**src/rtl/edge_counter.sv**
```systemverilog
// Single-channel edge/timing measurement engine: measures start-to-first-rise (d1),
// high time (d2) and low time (d3) of an asynchronous input, in clk cycles.
module edge_counter #(
    parameter int SYNC_STAGES = 2,
    parameter int CNT_WIDTH   = 32
) (
    input  logic                 clk,
    input  logic                 rst_sync,
    input  logic                 sig_in,
    input  logic                 trig_in,
    input  logic                 enable,
    input  logic                 trig_enable,
    input  logic                 cfg_in_inv,
    input  logic                 cfg_trig_out,
    output logic                 trig_out,
    output logic [CNT_WIDTH-1:0] d1_count,
    output logic [CNT_WIDTH-1:0] d2_count,
    output logic [CNT_WIDTH-1:0] d3_count,
    output logic                 busy,
    output logic                 done
);

    typedef enum logic [2:0] {
        IDLE,
        WAIT_TRIG,
        WAIT_RISE,
        MEAS_HIGH,
        MEAS_LOW,
        DONE
    } state_t;

    state_t                 state_q;
    logic [SYNC_STAGES-1:0] sync_q;
    logic                   s_prev_q;
    logic                   enable_q;
    logic                   trig_out_q;
    logic [CNT_WIDTH-1:0]   d1_q, d2_q, d3_q;
    logic [CNT_WIDTH-1:0]   d1_d, d2_d, d3_d;
    logic                   s, rise, fall, arm;

    assign s    = sync_q[SYNC_STAGES-1] ^ cfg_in_inv;
    assign rise = s & ~s_prev_q;
    assign fall = ~s & s_prev_q;
    assign arm  = enable & ~enable_q;

    // Saturating increments: counts stick at all-ones instead of wrapping.
    always_comb begin
        d1_d = (d1_q == '1) ? d1_q : d1_q + CNT_WIDTH'(1);
        d2_d = (d2_q == '1) ? d2_q : d2_q + CNT_WIDTH'(1);
        d3_d = (d3_q == '1) ? d3_q : d3_q + CNT_WIDTH'(1);
    end

    always_ff @(posedge clk) begin
        if (rst_sync) begin
            state_q    <= IDLE;
            sync_q     <= '0;
            s_prev_q   <= 1'b0;
            enable_q   <= 1'b0;
            trig_out_q <= 1'b0;
            d1_q       <= '0;
            d2_q       <= '0;
            d3_q       <= '0;
        end else begin
            sync_q     <= {sync_q[SYNC_STAGES-2:0], sig_in};
            s_prev_q   <= s;
            enable_q   <= enable;
            trig_out_q <= 1'b0;
            // Dropping enable outside IDLE aborts at once and keeps partial counts.
            if (state_q != IDLE && !enable) begin
                state_q <= IDLE;
            end else begin
                case (state_q)
                    IDLE: begin
                        if (arm) begin
                            d1_q    <= '0;
                            d2_q    <= '0;
                            d3_q    <= '0;
                            state_q <= trig_enable ? WAIT_TRIG : WAIT_RISE;
                        end
                    end
                    WAIT_TRIG: begin
                        if (trig_in) state_q <= WAIT_RISE;
                    end
                    WAIT_RISE: begin
                        d1_q <= d1_d;
                        if (rise) begin
                            state_q    <= MEAS_HIGH;
                            trig_out_q <= cfg_trig_out;
                        end
                    end
                    MEAS_HIGH: begin
                        d2_q <= d2_d;
                        if (fall) state_q <= MEAS_LOW;
                    end
                    MEAS_LOW: begin
                        d3_q <= d3_d;
                        if (rise) state_q <= DONE;
                    end
                    DONE: begin
                        state_q <= DONE;
                    end
                    default: state_q <= IDLE;
                endcase
            end
        end
    end

    assign trig_out = trig_out_q;
    assign d1_count = d1_q;
    assign d2_count = d2_q;
    assign d3_count = d3_q;
    assign busy     = (state_q != IDLE) && (state_q != DONE);
    assign done     = (state_q == DONE);

endmodule

```
**config.mk**
```make
export PLATFORM = sky130hd
export DESIGN_NAME = edge_counter
export DESIGN_NICKNAME = d
export VERILOG_FILES = /design/src/rtl/edge_counter.sv
export SDC_FILE = /design/constraint.sdc
export NUM_CORES = 1
export LEC_CHECK = 0
export CORE_MARGIN = 3
export CORE_UTILIZATION = 55
export CTS_CLUSTER_SIZE = 10
export DETAILED_ROUTE_END_ITERATION = 10
export PLACE_DENSITY = 0.79
export SETUP_SLACK_MARGIN = 0.5
export SLEW_MARGIN = 20
export SYNTH_ARGS = -nofsm -noshare
export SYNTH_HDL_FRONTEND = slang
export SYNTH_SLANG_ARGS = --single-unit
```
**constraint.sdc**
```tcl
create_clock -name clk -period 6.5 [get_ports clk]
set_clock_uncertainty 0.05 [all_clocks]
set_input_delay 1.3 -clock clk [delete_from_list [all_inputs] [get_ports clk]]
set_output_delay 1.3 -clock clk [all_outputs]
set_load 0.01 [all_outputs]
```
**Yosys cells after proc, flatten, opt, wreduce, memory -nomap -nowiden**

Index checks and enable logic that the tools add are counted.

- Register bits: 104
- Bits of input ports: 8
- Output and inout port bits: 99
- Logic and storage cells: 66

- Add/sub/neg operators: 3
- Eq/ne operators: 17
- Mux-type cells: 14
- Bitwise operators: 10
- Reductions and logical operators: 14

Operators by type and width:

| kind | count |
|---|---|
| 32-bit case mux with 2 select lines | 3 |
| 32-bit 2-to-1 mux | 4 |
| 32-bit by 1-bit adder with 32-bit output (second input constant) | 3 |
| 32-bit equality test (second input constant) | 3 |
| 3-bit case mux with 6 select lines | 1 |
| 2-bit inequality test (second input constant) | 8 |
| 3-bit 2-to-1 mux | 5 |
| 4-bit AND reduction | 3 |
| 3-bit by 2-bit equality test with 1-bit output (second input constant) | 2 |
| 3-bit equality test (second input constant) | 2 |
| 1-bit inverter | 6 |
| 2-bit nonzero test | 3 |
| 5-bit AND reduction | 1 |
| 4-bit OR reduction | 1 |
| 1-bit bitwise AND | 3 |
| 3-bit by 1-bit equality test with 1-bit output (second input constant) | 1 |
| 3-bit logical NOT | 1 |
| 3-bit inequality test (second input constant) | 1 |
| 3-bit nonzero test | 1 |
| 1-bit logical AND | 2 |
| 2-bit 2-to-1 mux | 1 |
| 2-bit OR reduction | 1 |
| 1-bit logical NOT | 1 |
| 1-bit XOR | 1 |

**Depth between registers and ports, before layout**

- Word-level depth: 5
- Depth in mapped cells: 9
- Mapped depth without buffers: 7

**Worst setup path before layout**

No wires, ideal clock.

- Kind: input port to flip-flop
- Start point: in enable
- End point: reg d2_q[13], in the netlist d2_count[13]
- Library setup time: 70 ps
- Data arrival time: 2681 ps
- Data required time: 6380 ps
- Slack: 3699 ps
- Stages on the path: 5
- Buffers on the path: 1
- Cells stage by stage: clkbuf_1 nand4b_1 a31o_4 or4b_1 a21oi_1

- Cells in the longest elaborated chain, start to end: 4
- Elaborated cells on any way between the ends: 6
- Those cells by class: eq/ne (1); bitwise (2); reduce/logical (3)

RTL lines:

| item | RTL line | text |
|---|---|---|
| start: declaration | 11 | `input logic enable,` |
| branches (longest 3 deep; another with 2-bit inequality test) | n/a |  |
| 4-bit AND reduction (no source line) * | n/a |  |
| end signal: assignment | 61 | `d2_q <= '0;` |
| end signal: assignment | 76 | `d2_q <= '0;` |
| end signal: assignment | 92 | `d2_q <= d2_d;` |
| end: declaration | 37 | `logic [CNT_WIDTH-1:0] d1_q, d2_q, d3_q;` |

Mark *: on every way between the ends.
A chain may end at the register's enable or synchronous reset.

**Worst setup path in the final report**

- Start point: in enable
- End point: reg d1_q[20], in the netlist d1_count[20]

- Cells in the longest elaborated chain, start to end: 4
- Elaborated cells on any way between the ends: 6
- Those cells by class: eq/ne (1); bitwise (2); reduce/logical (3)

RTL lines:

| item | RTL line | text |
|---|---|---|
| branches (longest 3 deep; another with 2-bit inequality test) | n/a |  |
| 4-bit AND reduction (no source line) * | n/a |  |
| end signal: assignment | 60 | `d1_q <= '0;` |
| end signal: assignment | 75 | `d1_q <= '0;` |
| end signal: assignment | 85 | `d1_q <= d1_d;` |
| end: declaration | 37 |  |

Marked as above.

==> run_summary.xml <==
<?xml version="1.0" encoding="UTF-8"?>
<metrics>
  <group name="outcome">
    <metric name="status" unit="">finished, final reports clean</metric>
  </group>
  <group name="clock_tree">
    <metric name="cts_sinks" unit="">104</metric>
    <metric name="cts-root-buf" unit="">clkbuf_8</metric>
    <metric name="cts_tree" unit="">yes</metric>
    <metric name="cts-htree-levels" unit="">3</metric>
    <metric name="clk_latency" unit="ns">0.37</metric>
    <metric name="post-cts-setup-buffers" unit="">0</metric>
    <metric name="cts_max_path_buffers" unit="">2</metric>
    <metric name="cts_hold_repair.buffers" unit="">0</metric>
    <metric name="cts_buffers" unit="">9</metric>
    <metric name="cts.clk_slew.worst_paths" unit="ns">0.10</metric>
    <metric name="post_cts_resized" unit="">0</metric>
  </group>
  <group name="pwr">
    <metric name="pwr-share-seq" unit="">0.518</metric>
    <metric name="power_leakage" unit="uW">0.00223</metric>
    <metric name="switching_power_total" unit="uW">376</metric>
    <metric name="comb_power_share" unit="">0.163</metric>
    <metric name="power_density_relative_to_cell_area" unit="nW/um^2">181</metric>
    <metric name="p_int" unit="uW">894</metric>
    <metric name="power.share.switching" unit="">0.296</metric>
    <metric name="power.clock.fraction" unit="">0.319</metric>
    <metric name="max-vdd-ir-drop" unit="mV">0.132</metric>
  </group>
  <group name="global_routing">
    <metric name="grt_pass1_wl" unit="microns">27900</metric>
    <metric name="antenna_found_initial" unit="">0</metric>
    <metric name="globalRoute.totalOverflow" unit="">0</metric>
    <metric name="track_usage" unit="">0.285</metric>
    <metric name="grt_max_degree" unit="">83</metric>
    <metric name="first_global_vias" unit="">5721</metric>
  </group>
  <group name="placed_design">
    <metric name="gp_congestion" unit="">0.876</metric>
    <metric name="placedCellCount" unit="">942</metric>
    <metric name="port_buffers" unit="">106</metric>
    <metric name="hpwl_after_dpl" unit="microns">11200</metric>
  </group>
  <group name="drt">
    <metric name="detail-route-antenna-nets" unit="">0</metric>
    <metric name="vias_per_cell" unit="">6.43</metric>
    <metric name="post-route-drc-count" unit="">0</metric>
    <metric name="drt-total-wl" unit="microns">16600</metric>
    <metric name="post_drt_wl_per_cell" unit="microns">17.3</metric>
    <metric name="routed-via-count" unit="">6157</metric>
    <metric name="drt-initial-drc-count" unit="">478</metric>
    <metric name="first_pass_iters" unit="">5</metric>
  </group>
  <group name="synthesis">
    <metric name="synthCells" unit="">752</metric>
    <metric name="synth_area_leader_cell" unit="">dfxtp_1</metric>
    <metric name="synth_flop_cell" unit="">dfxtp_1</metric>
    <metric name="synth_area_leaders" unit="">dfxtp_1 36%, a21oi_1 5.9%, o21ai_0 5.6%</metric>
    <metric name="postSynthRegisterBits" unit="">104</metric>
    <metric name="post_synth_edffs" unit="">0</metric>
    <metric name="synthesis.area_per_instance" unit="sq um">7.76</metric>
    <metric name="synth.yosys.seq_area_share" unit="">0.357</metric>
    <metric name="share_of_flip_flops_with_an_asynchronous_set_or_reset_after_synthesis" unit="">0</metric>
    <metric name="synth_top_area_frac" unit="">0.357</metric>
    <metric name="synthesized_net_count" unit="">763</metric>
    <metric name="ys.warnings.count" unit="">0</metric>
    <metric name="mappedNetlistArea" unit="sq um">5830</metric>
    <metric name="synth.distinct_cells" unit="">65</metric>
  </group>
  <group name="floorplanning">
    <metric name="initial_core_utilization" unit="">0.581</metric>
    <metric name="fp.dieW" unit="microns">109</metric>
    <metric name="die_area" unit="sq um">11900</metric>
    <metric name="num_rows" unit="">36</metric>
    <metric name="design.portCount" unit="">107</metric>
    <metric name="die-height" unit="microns">109</metric>
    <metric name="placeableCoreArea" unit="sq um">10000</metric>
  </group>
  <group name="final_layout">
    <metric name="register_area" unit="sq um">2080</metric>
    <metric name="multi_input_area" unit="sq um">3460</metric>
    <metric name="num-fill-cells" unit="">872</metric>
    <metric name="fraction_of_final_layout_cells_sized_beyond_drive_strength_1" unit="">0.0510</metric>
    <metric name="syn2layout_area_growth" unit="%">20.3</metric>
    <metric name="nets_final" unit="">831</metric>
    <metric name="num_antenna_cells" unit="">0</metric>
    <metric name="finalNonFillerCells" unit="">957</metric>
    <metric name="layout.cells.most_common" unit="">clkdlybuf4s50_1</metric>
    <metric name="most-common-layout-cells" unit="">105 x clkdlybuf4s50_1, 104 x dfxtp_1, 70 x nand2_1</metric>
  </group>
  <group name="timing">
    <metric name="maxSlewHeadroom" unit="">0.316</metric>
    <metric name="grt_setup_unrepaired" unit="">false</metric>
    <metric name="period_minus_slack" unit="ns">3.49</metric>
    <metric name="final-max-slew-violation-count" unit="">0</metric>
    <metric name="worst-slew-pin-transition" unit="ns">1.02</metric>
    <metric name="max_clock_freq" unit="MHz">286</metric>
    <metric name="post-route-period-util" unit="">0.537</metric>
    <metric name="timing.final.setup_violations" unit="">0</metric>
    <metric name="hold_viol" unit="">0</metric>
    <metric name="total_neg_setup_slack" unit="ns">0</metric>
  </group>
  <group name="critical_path">
    <metric name="cp_data_arrival_time" unit="ns">3.71</metric>
    <metric name="critical_path_rt" unit="ns">6.72</metric>
    <metric name="worst_setup_path_end_kind" unit="">flop</metric>
    <metric name="path_class" unit="">input port to flop</metric>
    <metric name="maximum_fanout_along_the_worst_path" unit="">11</metric>
    <metric name="timing.critical_path.from_type" unit="">input port</metric>
  </group>
  <group name="run">
    <metric name="max_cap_viol" unit="">0</metric>
  </group>
  <group name="min_path">
    <metric name="worstHoldPathType" unit="">flop to flop</metric>
  </group>
</metrics>
[cell families after synthesis]
logic type	after synthesis	share of synthesized area
AOI/OAI and AO/OA	239	0.255
xor gates and xnor gates	3	0.00451
adders and majority gates	3	0.00644
buffers and inverters	64	0.0508
DFF	104	0.357
muxes	6	0.0103
and+or+nand+nor	333	0.316
[cell usage after synthesis (all sizes together), types with 2 or more instances]
master / instances
dfxtp: 104
and4: 10
mux2i: 6
nand4b: 3
xnor2: 2
or3b: 3
nand3b: 9
a31oi: 31
ha: 3
nand4: 26
buf: 24
a211oi: 2
inv: 11
nor4b: 3
a31o: 4
a32o: 5
and3: 29
nor4: 10
clkbuf: 28
or3: 12
nor3: 13
or4: 12
and2: 9
a21oi: 69
a311oi: 10
a21o: 4
o21a: 8
o31ai: 5
nor2b: 3
nor3b: 2
nand3: 40
nor2: 65
o211ai: 15
nand2b: 5
a41oi: 5
or2: 6
o41ai: 2
nand2: 70
o32ai: 4
o21ai: 70
[worst paths after layout]
path	startpoint	endpoint	slack, ns	cells past startpoint
min reg2reg	sync_q[0]	sync_q[1]	0.41	1
min	sync_q[0]	sync_q[1]	0.41	1
max reg2reg	state_q[2]	d3_count[26]	3.34	6
max	enable	d1_count[20]	3.01	6
[final cells by class]
class                      count  share of cell area
clock buffer                  12              0.0207
clock inverter                 3             0.00606
inverter                      12             0.00642
multi-input combinational    584               0.493
sequential                   104               0.297
tap                          133              0.0237
timing repair buffer         109               0.154
[sequential cells by signal (all words and copies together), names as in the netlist]
signal and cells:
s_prev_q 1, enable_q 1, sync_q 2, d1_count 32, d3_count 32, state_q 3, trig_out 1, d2_count 32
[critical path: stages]
cell and delay, ns:
clkdlybuf4s50_1 0.69, nand2b_1 0.15, a211o_1 0.30, a31oi_1 0.75, o21ai_0 0.20, a32o_1 0.31
[metal layers]
layer	GRT usage	vias to the layer above	part of all wire
met4	0.0839	0	0.014
met2	0.465	240	0.48
met5	0	-	0
li1	-	2963	-
met1	0.393	2936	0.44
met3	0.0361	18	0.062
[metrics by stage]
| stage | utilization | setup slack (ns) | hold WS [ns] | area (sq um) | power [uW] |
|---|---|---|---|---|---|
| after floorplan | - | 3.70 | 0.364 | 5830 | 830 |
| after global placement | 0.680 | 2.62 | 0.378 | 6830 | 874 |
| after detailed placement | 0.680 | 2.60 | 0.394 | 6830 | 877 |
| after CTS | 0.698 | 3.00 | 0.416 | 7010 | 1280 |
| after global routing | 0.699 | 2.71 | 0.418 | 7020 | 1330 |
| final | 0.699 | 3.01 | 0.407 | 7020 | 1270 |
[power groups by stage]
| stage | Sequential (uW) | Clock, uW | Combinational (uW) |
|---|---|---|---|
| final | 658 | 405 | 207 |
| after floorplan | 661 | 0 | 169 |
| after CTS | 657 | 415 | 205 |
| after global placement | 672 | 0 | 202 |
| after detailed placement | 672 | 0 | 204 |
| after global routing | 660 | 436 | 233 |
Note: power is estimated with default switching activity, not from simulation.
